<file path="src/rtl/muldiv_seq.sv">
// Multi-cycle RV32 M-extension unit: one shared 64-bit shift/add-subtract register
// iterated 32 times for MUL*/DIV*/REM*, with sign fix-up and special cases up front.
module muldiv_seq #(
    parameter int DATA_WIDTH = 32
) (
    input  logic                  clk,
    input  logic                  rst_n,
    input  logic                  start,
    input  logic [2:0]            funct3,
    input  logic [DATA_WIDTH-1:0] op1,
    input  logic [DATA_WIDTH-1:0] op2,
    input  logic                  flush,
    output logic                  busy,
    output logic                  done,
    output logic [DATA_WIDTH-1:0] result
);

    localparam int W = DATA_WIDTH;
    localparam logic [W-1:0] MIN_NEG = {1'b1, {(W-1){1'b0}}};

    typedef enum logic [1:0] {S_IDLE, S_CALC, S_FIX, S_DONE} state_t;

    state_t         r_state;
    state_t         w_nextState;
    logic [2:0]     r_funct3;
    logic [W-1:0]   r_a;
    logic [W-1:0]   r_b;
    logic           r_signA;
    logic           r_signB;
    logic [5:0]     r_cnt;
    logic [2*W-1:0] r_acc;
    logic           r_special;
    logic [W-1:0]   r_preset;
    logic [W-1:0]   r_result;

    logic           w_accept;
    logic           w_op1Signed;
    logic           w_op2Signed;
    logic           w_signA;
    logic           w_signB;
    logic [W-1:0]   w_mag1;
    logic [W-1:0]   w_mag2;
    logic           w_divZero;
    logic           w_overflow;
    logic           w_special;
    logic [W-1:0]   w_specVal;
    logic [W:0]     w_mulSum;
    logic [2*W-1:0] w_mulNext;
    logic [W:0]     w_divShift;
    logic [W:0]     w_divDiff;
    logic           w_divGe;
    logic [2*W-1:0] w_divNext;
    logic [2*W-1:0] w_prod;
    logic [W-1:0]   w_quo;
    logic [W-1:0]   w_rem;
    logic [W-1:0]   w_fixResult;

    assign w_accept    = ((r_state == S_IDLE) || (r_state == S_DONE)) && start && !flush;
    assign w_op1Signed = !(funct3 == 3'b011 || funct3 == 3'b101 || funct3 == 3'b111);
    assign w_op2Signed = (funct3 == 3'b000 || funct3 == 3'b001 ||
                          funct3 == 3'b100 || funct3 == 3'b110);
    assign w_signA     = w_op1Signed && op1[W-1];
    assign w_signB     = w_op2Signed && op2[W-1];
    assign w_mag1      = w_signA ? -op1 : op1;
    assign w_mag2      = w_signB ? -op2 : op2;

    // Divide-by-zero and signed overflow bypass the iteration with a preset result.
    assign w_divZero   = funct3[2] && (op2 == '0);
    assign w_overflow  = funct3[2] && !funct3[0] && (op1 == MIN_NEG) && (op2 == '1);
    assign w_special   = w_divZero || w_overflow;
    assign w_specVal   = w_divZero ? (funct3[1] ? op1 : '1) : (funct3[1] ? '0 : MIN_NEG);

    assign w_mulSum    = {1'b0, r_acc[2*W-1:W]} + (r_acc[0] ? {1'b0, r_a} : '0);
    assign w_mulNext   = {w_mulSum, r_acc[W-1:1]};

    // Remainder shifted left with the next dividend bit can need W+1 bits.
    assign w_divShift  = r_acc[2*W-1:W-1];
    assign w_divDiff   = w_divShift - {1'b0, r_b};
    assign w_divGe     = (w_divShift >= {1'b0, r_b});
    assign w_divNext   = {(w_divGe ? w_divDiff[W-1:0] : w_divShift[W-1:0]), r_acc[W-2:0], w_divGe};

    assign w_prod      = (r_signA ^ r_signB) ? -r_acc : r_acc;
    assign w_quo       = (r_signA ^ r_signB) ? -r_acc[W-1:0] : r_acc[W-1:0];
    assign w_rem       = r_signA ? -r_acc[2*W-1:W] : r_acc[2*W-1:W];

    always_comb begin
        w_fixResult = '0;
        case (r_funct3)
            3'b000:                 w_fixResult = w_prod[W-1:0];
            3'b001, 3'b010, 3'b011: w_fixResult = w_prod[2*W-1:W];
            3'b100, 3'b101:         w_fixResult = w_quo;
            default:                w_fixResult = w_rem;
        endcase
        if (r_special) begin
            w_fixResult = r_preset;
        end
    end

    always_comb begin
        w_nextState = r_state;
        case (r_state)
            S_IDLE: if (start) w_nextState = w_special ? S_FIX : S_CALC;
            S_CALC: if (r_cnt == 6'd31) w_nextState = S_FIX;
            S_FIX:  w_nextState = S_DONE;
            S_DONE: begin
                if (start) w_nextState = w_special ? S_FIX : S_CALC;
                else       w_nextState = S_IDLE;
            end
            default: w_nextState = S_IDLE;
        endcase
        if (flush) begin
            w_nextState = S_IDLE;
        end
    end

    always_ff @(posedge clk) begin
        if (!rst_n) r_state <= S_IDLE;
        else        r_state <= w_nextState;
    end

    always_ff @(posedge clk) begin
        if (!rst_n) begin
            r_funct3  <= '0;
            r_a       <= '0;
            r_b       <= '0;
            r_signA   <= 1'b0;
            r_signB   <= 1'b0;
            r_cnt     <= '0;
            r_acc     <= '0;
            r_special <= 1'b0;
            r_preset  <= '0;
            r_result  <= '0;
        end else if (w_accept) begin
            r_funct3  <= funct3;
            r_a       <= w_mag1;
            r_b       <= w_mag2;
            r_signA   <= w_signA;
            r_signB   <= w_signB;
            r_cnt     <= '0;
            r_acc     <= {{W{1'b0}}, (funct3[2] ? w_mag1 : w_mag2)};
            r_special <= w_special;
            r_preset  <= w_specVal;
        end else if (r_state == S_CALC && !flush) begin
            r_cnt     <= r_cnt + 6'd1;
            r_acc     <= r_funct3[2] ? w_divNext : w_mulNext;
        end else if (r_state == S_FIX && !flush) begin
            r_result  <= w_fixResult;
        end
    end

    assign busy   = (r_state == S_CALC) || (r_state == S_FIX);
    assign done   = (r_state == S_DONE);
    assign result = r_result;

endmodule

</file>
<file path="config.mk">
export PLATFORM = sky130hd
export DESIGN_NAME = muldiv_seq
export DESIGN_NICKNAME = d
export VERILOG_FILES = /design/src/rtl/muldiv_seq.sv
export SDC_FILE = /design/constraint.sdc
export NUM_CORES = 1
export LEC_CHECK = 0
export ABC_CLOCK_PERIOD_IN_PS = 5000
export CORE_ASPECT_RATIO = 0.7
export CORE_MARGIN = 2
export CORE_UTILIZATION = 35
export DETAILED_ROUTE_END_ITERATION = 8
export SLEW_MARGIN = 10
export SYNTH_ARGS = -nofsm -noshare
export SYNTH_HDL_FRONTEND = slang
export SYNTH_SLANG_ARGS = --single-unit
</file>
<file path="constraint.sdc">
create_clock -name clk -period 5 [get_ports clk]
set_input_delay 1 -clock clk [delete_from_list [all_inputs] [get_ports clk]]
set_output_delay 1 -clock clk [all_outputs]
set_load 0.02 [all_outputs]
</file>
==> qor.txt <==
cts hold-fix bufs = 0
first-pass GRT wire length = 105000 µm
synth cell count leaders = nand2_1 (304), dfxtp_1 (206), a21oi_1 (178)
routed vias = 17600
Post-CTS Setup Bufs = 0
I/O Pins = 105
CP max FO = 22
Synth area leader = dfxtp_1
Setup CP Type = reg -> reg
core area = 46700 µm²
# DRC = 0
Tightest Hold Check Type = reg -> reg
Cell Area, Synth = 16600 µm²
Clock Skew = 30.5 ps
syn avg cell area = 7.32 µm²
Routed wire per std cell = 24.8 µm
Max Fclk = 0.238 GHz
clk root buf = clkbuf_16
post-cts sizing count = 0
reg2reg end = result[3]
EDFF count, synth = 0
DIE WIDTH = 265 µm
GRT Residual Overflow = 0
Period minus WS final = 4210 ps
layout cells sized above 1 = 5.39%
RSZ-0062 raised after global routing = no
PD cells = 271 nW/µm²
half-perimeter wire length after placement = 56000 µm
TNS Setup = 0 ps
Worst EP arrival = 4610 ps
Max clock buf depth = 3
Final Setup Violations = 0
async set or reset register ratio after synthesis = 0%
Critical Path End Type = register
Synth Net Count = 2421
worst r2r path cells = 10
Peak VDD IR = 0.188 mV
sequential-to-total area share from yosys stat = 24.8%
Worst Tran Pin Value = 1110 ps
Cells after Synth = 2273
Rows = 66
DRT iter0 DRCs = 2327
LEAKAGE = 7.82 nW
final WL = 72200 µm
CTS tree = yes
crit start category = register
CP Launch Point = r_acc[0]
main area contributors after synthesis = dfxtp_1 (25%), nand2_1 (6.9%), xnor2_1 (6.5%)
Layout area overhead = 14.3%
# clock sinks = 206
Reg clk slew, reported paths = 70 ps
worst r2r src = r_acc[0]
CTS Buf Count = 22
Final Net Count = 2434
n_diodes = 0
Fin. Hold Viols = 0
Max H-tree Level = 1
Skew-Pair Late Insertion Delay = 550 ps
fin util = 40.7%
synth warn = 0
critical path required time = 5400 ps
r2r setup slk = 790 ps
vias in the first global route = 15700
count leader, synth = nand2_1
period utilization = 84.2%
Final GP Congestion = 0.972
Critical Path Sink = result[3]
All-Layer GR Usage = 28.1%
Final Max Tran Viols = 0
Distinct cells, synth = 82
input/output buffers = 104
Initial Utilization = 35.6%
pin count of the biggest net entering global routing = 77
status = complete, no violations
drt first pass iters = 6
Max Cap Viol = 0
top cell type's share of synthesized area = 24.8%
die height = 186 µm
Yosys reg bits = 206
die area = 49300 µm²
Via-to-Cell Ratio = 6.05
initial antenna violation count = 1
Worst slew margin = 26.0%
dominant synthesized flop cell = dfxtp_1
antenna-violating nets left = 0
[stage by stage]
stage	instance area, µm²	cells	hold WS [ps]	setup WS, ps	power, mW
3_3_place_gp	18300	2874	442	572	3.36
5_1_grt	19000	2914	474	539	5.35
4_1_cts	19000	2914	451	898	5.12
2_1_floorplan	16600	2273	416	1350	2.79
6_report	19000	2914	449	790	5.16
3_5_place_dp	18300	2874	444	501	3.36
[worst max-delay path, cell delays in order (launching register included)]
cell and delay [ps]:
dfxtp_1 470, buf_4 280, or4_1 660, nor4_2 590
nand2_1 370, or2_1 370, nor2_2 370, a21oi_1 140
xor2_1 190, a211oi_1 490, o21ai_1 130
[cells in the final DEF, fill, tap and decap left out, types with 10 or more instances in the layout]
master / n
nand2_1: 304
dfxtp_1: 205
a21oi_1: 178
o21ai_0: 164
nor2_1: 156
xnor2_1: 123
clkdlybuf4s50_1: 103
inv_1: 82
ha_1: 75
xor2_1: 71
nand3_1: 56
mux2i_1: 52
and2_1: 47
buf_4: 46
nand2b_1: 45
and3_1: 39
nor3_1: 38
a211oi_1: 38
o211a_1: 35
a22o_1: 33
a31oi_1: 30
nor2b_1: 25
a21o_1: 25
nor4_1: 22
o211ai_1: 22
clkbuf_16: 22
nand4_1: 20
o31ai_1: 18
or3_1: 17
a21boi_0: 15
o22ai_1: 13
o21a_1: 13
a221oi_1: 12
or4_1: 10
o221ai_1: 10
[kinds of logic (layout without fill, tap and decap cells)]
group / Yosys count / in the layout / share of synthesized area, %
xor+xnor: 196 / 196 / 10.3
mux: 57 / 57 / 3.47
fa+ha+maj: 77 / 77 / 5.88
simple gates: 822 / 822 / 23.9
buf+inv: 244 / 273 / 5.57
flops: 206 / 206 / 24.8
compound gates: 671 / 671 / 26.1
[metal layers]
layer,up-vias,GRT usage (%),wire length [µm]
met3,68,9.61,10300
met5,-,0,0
met2,944,35.4,26300
li1,8105,-,-
met1,8520,44.7,34300
met4,0,4.95,1290
[state kept, by name, summed over array words and instances (netlist names)]
name	count
r_acc	64
r_a	32
r_b	32
r_preset	32
result	32
r_cnt	6
r_funct3	3
r_state	2
r_signA	1
r_signB	1
r_special	1
[worst min-delay path by stage]
stage | start | end | slack [ps] | cells past startpoint
after detailed placement | result[28] | result[28] | 440 | 2
final | result[28] | result[28] | 450 | 2
after global routing | result[28] | result[28] | 470 | 2
after global placement | result[28] | result[28] | 440 | 2
after floorplan | r_preset[30] | r_preset[30] | 420 | 2
after CTS | result[28] | result[28] | 450 | 2
[area by class of cell]
type / instances / area [µm²]
Sequential cell: 206 / 4130
Inverter: 82 / 308
Fill cell: 4785 / 27700
Tap cell: 612 / 766
Multi-Input combinational cell: 1823 / 11700
Timing Repair Buffer: 151 / 1420
Clock inverter: 10 / 130
Clock buffer: 30 / 621
[report_power, final]
part | switching [mW] | internal, mW
registers | 0.118 | 1.72
clock network | 0.779 | 0.987
logic | 1.01 | 0.551
Power figures use the tool's default switching activity.
